<file path="src/rtl/cache_line_unpacker_if.sv">
// rtl/cache_line_unpacker_if.sv - line-in / word-out handshake bundle for the cache line unpacker
interface cache_line_unpacker_if #(
    parameter int WORD_W         = 32,
    parameter int WORDS_PER_LINE = 8,
    parameter int CNT_W          = 16
);
    localparam int LINE_W = WORD_W * WORDS_PER_LINE;
    localparam int IDX_W  = $clog2(WORDS_PER_LINE);

    logic              in_valid;
    logic              in_ready;
    logic [LINE_W-1:0] line_in;
    logic              out_valid;
    logic              out_ready;
    logic [WORD_W-1:0] word_out;
    logic [IDX_W-1:0]  word_idx;
    logic              word_last;
    logic [CNT_W-1:0]  lines_done;

    // Line source and word consumer side
    modport master (
        output in_valid, line_in, out_ready,
        input  in_ready, out_valid, word_out, word_idx, word_last, lines_done
    );

    // Unpacker side
    modport slave (
        input  in_valid, line_in, out_ready,
        output in_ready, out_valid, word_out, word_idx, word_last, lines_done
    );
endinterface

</file>
<file path="src/rtl/cache_line_unpacker.sv">
// rtl/cache_line_unpacker.sv - splits 256-bit cache lines into a 32-bit word stream, MSW first
module cache_line_unpacker #(
    parameter int WORD_W         = 32,
    parameter int WORDS_PER_LINE = 8,
    parameter int CNT_W          = 16
) (
    input  logic                  clk,
    input  logic                  rst_n,
    cache_line_unpacker_if.slave  bus
);
    localparam int LINE_W = WORD_W * WORDS_PER_LINE;
    localparam int IDX_W  = $clog2(WORDS_PER_LINE);

    typedef enum logic {
        EMPTY = 1'b0,
        DRAIN = 1'b1
    } state_t;

    state_t            state_q, state_d;
    logic [LINE_W-1:0] shreg_q, shreg_d;
    logic [IDX_W-1:0]  idx_q, idx_d;
    logic [CNT_W-1:0]  cnt_q, cnt_d;

    logic out_valid;
    logic is_last;
    logic xfer;
    logic in_ready;
    logic accept;

    // Handshake decode and next-state: a last-word transfer frees the slot in the
    // same cycle so a new line can load without a bubble.
    always_comb begin
        out_valid = (state_q == DRAIN);
        is_last   = out_valid && (idx_q == IDX_W'(WORDS_PER_LINE - 1));
        xfer      = out_valid && bus.out_ready;
        in_ready  = (state_q == EMPTY) || (xfer && is_last);
        accept    = bus.in_valid && in_ready;

        state_d = state_q;
        shreg_d = shreg_q;
        idx_d   = idx_q;
        cnt_d   = cnt_q;

        if (xfer) begin
            if (is_last) begin
                cnt_d   = cnt_q + CNT_W'(1);
                state_d = EMPTY;
            end else begin
                shreg_d = {shreg_q[LINE_W-WORD_W-1:0], {WORD_W{1'b0}}};
                idx_d   = idx_q + IDX_W'(1);
            end
        end

        if (accept) begin
            shreg_d = bus.line_in;
            idx_d   = '0;
            state_d = DRAIN;
        end
    end

    // State, shift register, word index and line counter
    always_ff @(posedge clk or negedge rst_n) begin
        if (!rst_n) begin
            state_q <= EMPTY;
            shreg_q <= '0;
            idx_q   <= '0;
            cnt_q   <= '0;
        end else begin
            state_q <= state_d;
            shreg_q <= shreg_d;
            idx_q   <= idx_d;
            cnt_q   <= cnt_d;
        end
    end

    assign bus.in_ready   = in_ready;
    assign bus.out_valid  = out_valid;
    assign bus.word_out   = shreg_q[LINE_W-1 -: WORD_W];
    assign bus.word_idx   = idx_q;
    assign bus.word_last  = is_last;
    assign bus.lines_done = cnt_q;
endmodule

</file>
<file path="src/flat_wrapper.sv">
// flat-port wrapper written by rule: the top's interface ports become plain ports
module cache_line_unpacker_flat 
#(
    parameter int WORD_W         = 32,
    parameter int WORDS_PER_LINE = 8,
    parameter int CNT_W          = 16
)
  (clk, rst_n, bus_in_valid, bus_line_in, bus_out_ready, bus_in_ready, bus_out_valid, bus_word_out, bus_word_idx, bus_word_last, bus_lines_done);
  cache_line_unpacker_if #(.WORD_W(WORD_W), .WORDS_PER_LINE(WORDS_PER_LINE), .CNT_W(CNT_W)) bus_i ();
  input  logic clk;
  input  logic rst_n;
  input wire logic [$bits(bus_i.in_valid)-1:0] bus_in_valid;
  input wire logic [$bits(bus_i.line_in)-1:0] bus_line_in;
  input wire logic [$bits(bus_i.out_ready)-1:0] bus_out_ready;
  output wire logic [$bits(bus_i.in_ready)-1:0] bus_in_ready;
  output wire logic [$bits(bus_i.out_valid)-1:0] bus_out_valid;
  output wire logic [$bits(bus_i.word_out)-1:0] bus_word_out;
  output wire logic [$bits(bus_i.word_idx)-1:0] bus_word_idx;
  output wire logic [$bits(bus_i.word_last)-1:0] bus_word_last;
  output wire logic [$bits(bus_i.lines_done)-1:0] bus_lines_done;
  assign bus_i.in_valid = bus_in_valid;
  assign bus_i.line_in = bus_line_in;
  assign bus_i.out_ready = bus_out_ready;
  assign bus_in_ready = bus_i.in_ready;
  assign bus_out_valid = bus_i.out_valid;
  assign bus_word_out = bus_i.word_out;
  assign bus_word_idx = bus_i.word_idx;
  assign bus_word_last = bus_i.word_last;
  assign bus_lines_done = bus_i.lines_done;
  cache_line_unpacker #(.WORD_W(WORD_W), .WORDS_PER_LINE(WORDS_PER_LINE), .CNT_W(CNT_W)) u_core (.clk(clk), .rst_n(rst_n), .bus(bus_i));
endmodule
</file>
<file path="config.mk">
export PLATFORM = sky130hd
export DESIGN_NAME = cache_line_unpacker_flat
export DESIGN_NICKNAME = d
export VERILOG_FILES = /design/src/rtl/cache_line_unpacker_if.sv /design/src/rtl/cache_line_unpacker.sv /design/src/flat_wrapper.sv
export SDC_FILE = /design/constraint.sdc
export NUM_CORES = 1
export LEC_CHECK = 0
export CORE_MARGIN = 3
export CORE_UTILIZATION = 45
export DETAILED_ROUTE_END_ITERATION = 8
export PLACE_DENSITY = 0.87
export SLEW_MARGIN = 20
export SYNTH_ARGS = -nofsm -noshare
export SYNTH_HDL_FRONTEND = slang
export SYNTH_SLANG_ARGS = --single-unit
</file>
<file path="constraint.sdc">
create_clock -name clk -period 1.9 [get_ports clk]
set_clock_uncertainty 0.1 [all_clocks]
set_input_delay 0.38 -clock clk [delete_from_list [all_inputs] [get_ports clk]]
set_output_delay 0.38 -clock clk [all_outputs]
set_load 0.05 [all_outputs]
</file>
Word level (Yosys, flattened, before mapping)
Index checks and enable logic that the tools add are counted.
{ "classes": {"eq_ne": 2, "reduce_logical": 10, "n_addsub": 2, "n_mux": 9, "n_bitwise": 1} }
{ "ops": {"columns": ["cell", "n"], "rows": [
  ["256-bit 2-to-1 mux", 3],
  ["16-bit by 1-bit adder with 16-bit output (second input constant)", 1],
  ["3-bit 2-to-1 mux", 3],
  ["2-bit AND reduction", 3],
  ["1-bit logical AND", 4],
  ["2-bit nonzero test", 2],
  ["3-bit by 1-bit adder with 3-bit output (second input constant)", 1],
  ["3-bit equality test (second input constant)", 1],
  ["1-bit 2-to-1 mux", 3],
  ["2-bit by 1-bit != test with 1-bit output (second input constant)", 1],
  ["1-bit logical OR", 1],
  ["1-bit inverter", 1]
]} }
{ "word_totals": {"wordCells": 28, "output_inout_bits": 54, "register_bits": 276, "input_bits": 260} }

Longest topological paths before layout
Gate-level depths: netlist (run 1).
{ "depth": {"ltp_word": 7, "mapped_depth": 9, "ltp_nobuf": 6} }

Worst setup path before layout (run 1)
No wires, ideal clock.
{ "synth_timing": {"path_kind": "register to register", "startpoint": "reg u_core.idx_q[0], in the netlist u_core.bus.word_idx[0]", "endpoint": "reg u_core.shreg_q[10]", "required_ps": 1679, "path_buffers": 3, "stages_incl_launch_ff": 9, "setup_slack_ps": -486, "t_arrival_ps": 2165, "synth_period_minus_slack_ps": 2386, "setup_ps": 121, "path_cell_list": "dfrtp_1 -> ha_1 -> ha_1 -> a21bo_4 -> and2_1 -> buf_6 -> buf_6 -> buf_4 -> a22o_1"} }
{ "synth_between": {"elab_chain_len": 7, "word_cells_on_any_way": 9, "cone_classes": "eq/ne (2); mux (1); reduce/logical (6)"} }
{ "synth_rtl": {"columns": ["element", "line_no", "text"], "rows": [
  ["start: declaration", "cache_line_unpacker.sv:21", "logic [IDX_W-1:0] idx_q, idx_d;"],
  ["start signal: assignment", "cache_line_unpacker.sv:71", "idx_q <= idx_d;"],
  ["3-bit equality test (*)", "cache_line_unpacker.sv:34", "is_last = out_valid && (idx_q == IDX_W'(WORDS_PER_LINE - 1));"],
  ["1-bit logical AND (*)", "cache_line_unpacker.sv:34", null],
  ["1-bit logical AND (*)", "cache_line_unpacker.sv:36", "in_ready = (state_q == EMPTY) || (xfer && is_last);"],
  ["1-bit logical OR (*)", "cache_line_unpacker.sv:36", null],
  ["net bus_in_ready", "flat_wrapper.sv:15", "output wire logic [$bits(bus_i.in_ready)-1:0] bus_in_ready;"],
  ["1-bit logical AND (*)", "cache_line_unpacker.sv:37", "accept = bus.in_valid && in_ready;"],
  ["2-bit by 1-bit != test with 1-bit output (no source line) / 2-bit nonzero test (equally long branches)", null, null],
  ["2-bit AND reduction (no source line)", null, null],
  ["end signal: assignment", "cache_line_unpacker.sv:70", "shreg_q <= shreg_d;"],
  ["end: declaration", "cache_line_unpacker.sv:20", "logic [LINE_W-1:0] shreg_q, shreg_d;"]
]} }
The timed path passes the listed nets; every way through them passes the cells marked *.
A chain may end at the register's enable or synchronous reset.

Worst setup path in the final report (run 1)
{ "layout_timing": {"startpoint": "reg u_core.idx_q[1], in the netlist u_core.bus.word_idx[1]", "endpoint": "reg u_core.shreg_q[235]"} }
{ "layout_between": {"elab_chain_len": 7, "word_cells_on_any_way": 9, "cone_classes": "eq/ne (2); mux (1); reduce/logical (6)"} }
{ "layout_rtl": {"columns": ["element", "line_no"], "rows": [
  ["3-bit equality test (*)", "cache_line_unpacker.sv:34"],
  ["1-bit logical AND (*)", "cache_line_unpacker.sv:34"],
  ["1-bit logical AND", "cache_line_unpacker.sv:36"],
  ["1-bit logical OR", "cache_line_unpacker.sv:36"],
  ["1-bit logical AND", "cache_line_unpacker.sv:37"],
  ["2-bit by 1-bit != test with 1-bit output (no source line) / 2-bit nonzero test (equally long branches)", null],
  ["2-bit AND reduction (no source line)", null]
]} }
Mark *: on every way between the ends. The rest lies on a longest branch, timed or not.

==> results of run 1 <==
[metal layers]
metal  vias up  GRT usage  routed length, um
met3       491     0.0694               6340
met1      6968      0.403              21100
met2      1282      0.575              32500
met5         -          0                 47
li1       5569          -                  -
met4         6      0.157               6870
[what timing repair did]
item                       CTS  global route
setup endpoints to repair  254           267
pin swaps                   62           104
cloned                      58            31
hold endpoints to repair   141             0
hold buffers                 1             0
resized for setup          266           455
buffers inserted            37            21
[logic make-up (layout without fill, tap and decap cells)]
kind of cell,Yosys count,in the layout,synth area share
muxes,2,2,0.00180
and+or+nand+nor,476,477,0.148
DFF,276,276,0.552
buffers and inverters,140,575,0.0724
xor gates and xnor gates,15,15,0.0105
AOI/OAI and AO/OA,485,485,0.212
adders and majority gates,3,3,0.00300
other,0,8,0
[worst max path at each step]
stage / startpoint / to / slack (ps)
after global routing: u_core.bus.word_idx[1]$_DFFE_PN0P_ / u_core.shreg_q[235]$_DFFE_PN0P_ / -510
after detailed placement: bus_out_ready / u_core.shreg_q[119]$_DFFE_PN0P_ / -240
after CTS: u_core.bus.word_idx[0]$_DFFE_PN0P_ / bus_in_ready / -380
final: u_core.bus.word_idx[1]$_DFFE_PN0P_ / u_core.shreg_q[235]$_DFFE_PN0P_ / -490
after floorplan: u_core.bus.word_idx[1]$_DFFE_PN0P_ / u_core.shreg_q[133]$_DFFE_PN0P_ / -230
after global placement: bus_out_ready / u_core.shreg_q[111]$_DFFE_PN0P_ / -260
[power by group]
| part | internal, mW | total [mW] | switching (mW) |
|---|---|---|---|
| logic | 5.86 | 13.5 | 7.62 |
| registers | 8.00 | 10.0 | 2.04 |
| clock network | 3.50 | 6.21 | 2.71 |
[through the flow]
stage,std cells,area (sq um)
2_1_floorplan,1397,12600
3_3_place_gp,2019,16100
3_5_place_dp,2019,16100
4_1_cts,2171,20100
5_1_grt,2213,22900
6_report,2213,22900
[Yosys cell counts (all sizes together)]
master  count  area share
a21bo       1      0.0013
a21oi     448        0.19
a22o       34       0.024
and2        2      0.0010
and3        3      0.0015
and4        2      0.0014
buf       105       0.062
clkbuf     33      0.0099
dfrtp     276        0.55
ha          3      0.0030
inv         2     0.00060
mux2        2      0.0018
nand2     229       0.069
nand2b      1     0.00050
nand3       6      0.0024
nand4       2      0.0010
nor2      227       0.068
nor2b       1     0.00050
nor3        1     0.00040
nor4        1      0.0010
o22a        1     0.00070
o22ai       1      0.0010
or4         1     0.00060
xnor2      11      0.0077
xor2        4      0.0028
[cell type report]
type,instances,area share
multi-input combinational,982,0.321
timing repair buffer,517,0.311
sequential,276,0.302
clock buffer,42,0.0401
tap,372,0.0203
clock inverter,14,0.00465
antenna,8,0.000875
inverter,2,0.000328
[sequential cells by signal, indices dropped and copies added (netlist names)]
signal	count
u_core.bus.out_valid	1
u_core.bus.word_idx	3
u_core.shreg_q	256
u_core.bus.lines_done	16
==> flow_summary.yaml, run 1 <==
layout:
  drive_gt1_frac: 0.411
  fillers: 1193
  nets: 2072
  syn2layout_area_growth_pct: 83.0
  mostFrequentLayoutCell: "dfrtp_1"
  multiInputGateArea_sq_um: 7350
  fin_util: 0.844
  seqCellArea_sq_um: 6910
  most-common-layout-cells: "273 x dfrtp_1, 258 x clkdlybuf4s50_1, 228 x nand2_1"
global_route:
  grt_max_degree: 79
  overflow: 0
  grt_pass1_wl_mm: 78.5
  grt_pass1_vias: 13326
  antenna_found_initial: 10
  track_usage: 0.334
clocking:
  cts_buffer_depth: 3
  cts.htree.levels: 1
  clk_latency_ps: 570
  root_buffer: "clkbuf_16"
  numCtsBuffers: 30
  cts_tree: "yes"
  numClockSinks: 276
  path_clk_slew_ps: 90
timing:
  fin_crit_sh: 1.26
  fin_ws_ps: -492
  hold_violations: 0
  setup_viol: 265
  slew_headroom: 0.703
  tightest_slew_ps: 445
  maxSlewViolCount: 0
  fin_setup_tns_ps: -80820
  hold_slack_ps: 195
  max_clock_freq_ghz: 0.418
  grt_setup_unrepaired: "yes"
  period_minus_slack_ps: 2390
setup_path:
  reg2reg_from: "u_core.bus.word_idx[1]$_DFFE_PN0P_"
  reg2reg_slack_ps: -490
  critPathTopFamily: "buffers and inverters"
  critPathBufInv: 5
  cp_common_cell: "buf_12"
  critPathMaxStageDelay_ps: 430
  required_ps: 2260
  criticalPathCategory: "reg -> reg"
  cp-start-kind: "flop"
  worst_setup_path_end_kind: "flop"
  cp_cell_sequence: "ha_4 > ha_4 > buf_6 > nor2b_4 > o22a_4 > buf_12 > buf_12 > buf_12 > buf_12 > nor2_4 > a21oi_2"
  r2r_end: "u_core.shreg_q[235]$_DFFE_PN0P_"
  arrival_ps: 2750
  r2r_cells: 11
  cp_num_cells: 11
  crit_path_max_fanout: 7
  cp_slowest_cell: "dfrtp_2"
place:
  io_buffer_count: 313
  dp_hpwl_mm: 27.2
  gp_congestion: 0.865
  place_ws_ps: -239
outcome:
  status: "complete, but fails checks"
  violations: "negative setup slack"
synth:
  ys_seq_area_frac: 0.552
  synth_cells: 1397
  synth_area_per_cell_sq_um: 8.95
  synth_cell_types: 30
  synth-seq-cells: 276
  syn-num-nets: 1660
  yosysWarnings: 0
  syn_area_sq_um: 12500
drt:
  ant_nets: 0
  vias: 14316
  first_pass_iters: 6
  first_iter_violations: 1593
  viasPerCell: 6.47
  drc: 0
  routed_wl_mm: 66.8
  wl_per_cell_um: 30.2
floorplan:
  die-width_um: 173
  core_area_sq_um: 27100
  die_h_um: 173
  core.rowCount: 60
  fp.dieArea_sq_um: 29800
  pin_count: 314
  initial_core_util: 0.461
hold_path:
  hold_class: "in -> async"
power:
  finalPower_mw: 29.7
  irDropWorstVdd_v: 0.000973
  p_per_area_nw_per_um2: 1300
  p_leak_nw: 9.52
job:
  cap_violations: 0
Note: power is estimated with default switching activity, not from simulation.
==> inputs of run 2 (changes only) <==
Settings changed: SETUP_SLACK_MARGIN from default to 0.05, SLEW_MARGIN 20 to default.
==> run 2 against run 1 <==
Effect of this change:
- the flow still finishes with violations (negative setup slack)
- critical endpoint is now u_core.shreg_q[92]$_DFFE_PN0P_
- clock-buffer cell count is 1 lower
- die area is the same
- cell count about the same
- critical path depth is the same
- total power shrank 2.0%
- combinational power fell by 7%
- via count is 3.3% lower
- hold slack improved by 100 ps
- register-to-register slack better by 98 ps
==> flow_summary.yaml, run 2 (same netlist as run 1, synthesis figures left out) <==
outcome:
  status: "complete, but fails checks"
  violations: "negative setup slack"
place:
  postPlaceCellArea_sq_um: 16300
  placed_cells_incl_taps: 2038
  io_buffer_count: 313
  gp_congestion: 0.897
  dp_hpwl_mm: 27.5
setup_path:
  cp_cell_sequence: "ha_4 > ha_4 > a21bo_4 > buf_6 > and2_4 > buf_12 > buf_16 > buf_12 > buf_8 > a21oi_4 > a21oi_2"
  worst_setup_path_end_kind: "flop"
  critPathMaxStageDelay_ps: 420
  required_ps: 2260
  cp_slowest_cell: "dfrtp_2"
  critPathBufInv: 5
  critPathTopFamily: "buffers and inverters"
  criticalPathCategory: "reg -> reg"
  crit_path_max_fanout: 7
  arrival_ps: 2660
  cp-start-kind: "flop"
timing:
  hold_slack_ps: 296
  fin_ws_ps: -394
  hold_violations: 0
  fin_crit_sh: 1.21
  max_clock_freq_ghz: 0.436
  setup_viol: 261
  maxSlewViolCount: 0
  tightest_slew_ps: 485
  period_minus_slack_ps: 2290
  slew_headroom: 0.677
  fin_setup_tns_ps: -65330
  grt_setup_unrepaired: "yes"
power:
  p_int_mw: 17.5
  pwr-share-comb: 0.433
  swShare: 0.399
  irDropWorstVdd_v: 0.000918
  switchingPower_mw: 11.6
  p_per_area_nw_per_um2: 1290
  p_seq_frac: 0.336
  p_leak_nw: 9.53
  clkPwrFrac: 0.231
global_route:
  antenna_found_initial: 7
  track_usage: 0.328
  grt_max_degree: 80
  grt_pass1_vias: 13583
  grt_pass1_wl_mm: 77.9
  overflow: 0
clocking:
  cts.htree.levels: 1
  root_buffer: "clkbuf_16"
  cts_buffer_depth: 3
  path_clk_slew_ps: 70
  cts_tree: "yes"
  clk_latency_ps: 580
  numClockSinks: 276
  numCtsBuffers: 30
floorplan:
  fp.dieArea_sq_um: 29800
  pin_count: 314
  core.rowCount: 60
  initial_core_util: 0.461
  die-width_um: 173
  die_h_um: 173
  core_area_sq_um: 27100
drt:
  first_pass_iters: 6
  drc: 0
  ant_nets: 0
  wl_per_cell_um: 27.7
  routed_wl_mm: 61.3
  viasPerCell: 6.25
  first_iter_violations: 1542
  vias: 13848
hold_path:
  hold_class: "in -> async"
layout:
  syn2layout_area_growth_pct: 81.1
  largest_reg_flops: 256
  most-common-layout-cells: "271 x dfrtp_1, 258 x clkdlybuf4s50_1, 224 x nor2_1"
  stdcell_count: 2214
  nets: 2075
  fin_area_sq_um: 22700
  top_register: "u_core.shreg_q"
  mostFrequentLayoutCell: "dfrtp_1"
  drive_gt1_frac: 0.386
job:
  cap_violations: 0
[run 2: final timing paths]
path	startpoint	end	slack [ps]	cells past startpoint
max	u_core.bus.word_idx[1]$_DFFE_PN0P_	u_core.shreg_q[92]$_DFFE_PN0P_	-390	11
min	rst_n	u_core.shreg_q[112]$_DFFE_PN0P_	300	3
max reg2reg	u_core.bus.word_idx[1]$_DFFE_PN0P_	u_core.shreg_q[92]$_DFFE_PN0P_	-390	11
min reg2reg	u_core.bus.lines_done[15]$_DFFE_PN0P_	u_core.bus.lines_done[15]$_DFFE_PN0P_	390	1
max in group asynchronous	rst_n	u_core.shreg_q[186]$_DFFE_PN0P_	960	3
min in group clk	bus_line_in[17]	u_core.shreg_q[17]$_DFFE_PN0P_	320	2
[run 2: per-layer routing]
layer / GRT usage / part of all wire
met4: 0.148 / 0.089
met5: 0 / 0
met2: 0.578 / 0.49
met3: 0.0588 / 0.087
met1: 0.393 / 0.33
[run 2: layout make-up]
cell class | instances | area [sq um]
Antenna cell | 7 | 17.5
Sequential cell | 276 | 6910
Tap cell | 372 | 465
Multi-Input combinational cell | 982 | 7220
Clock inverter | 14 | 233
Fill cell | 1248 | 4450
Timing Repair Buffer | 520 | 6910
Clock buffer | 41 | 883
Inverter | 2 | 7.51
[run 2: timing repair]
| item | 4_1_cts | 5_1_grt |
|---|---|---|
| cloned | 44 | 30 |
| setup buffers | 37 | 17 |
| endpoints found under the setup margin | 258 | 267 |
| endpoints found under the hold margin | 276 | 0 |
| resized for setup | 356 | 315 |
| hold buffers | 1 | 0 |
| pin swaps | 381 | 73 |
[run 2: worst reg2reg max path: cells and delay by family (launching register included)]
kind            cells  cell delay [ps]
flops               1              420
buf+inv             5              710
simple gates        1              180
fa+ha+maj           2              330
compound gates      3              460
[run 2: per-stage QoR]
step	worst slack, ps	utilization	total power [mW]
2_1_floorplan	-226	-	14.3
3_3_place_gp	-301	0.602	16.9
3_5_place_dp	-316	0.602	17.2
4_1_cts	-369	0.756	25.8
5_1_grt	-434	0.836	30.0
6_report	-394	0.836	29.1
[run 2: power by group through the flow]
| stage | logic [mW] | clock network [mW] | registers, mW |
|---|---|---|---|
| 4_1_cts | 9.80 | 6.56 | 9.42 |
| 2_1_floorplan | 5.15 | 0 | 9.16 |
| 5_1_grt | 13.2 | 6.92 | 9.86 |
| 3_5_place_dp | 7.69 | 0 | 9.48 |
| 3_3_place_gp | 7.46 | 0 | 9.40 |
| 6_report | 12.6 | 6.72 | 9.80 |
==> inputs of run 3 (changes only) <==
Settings changed: CAP_MARGIN from default to 20, SLEW_MARGIN from default to 40.
==> results of run 3 <==
Same layout as run 2: the final DEF is identical, and so are final timing and power.
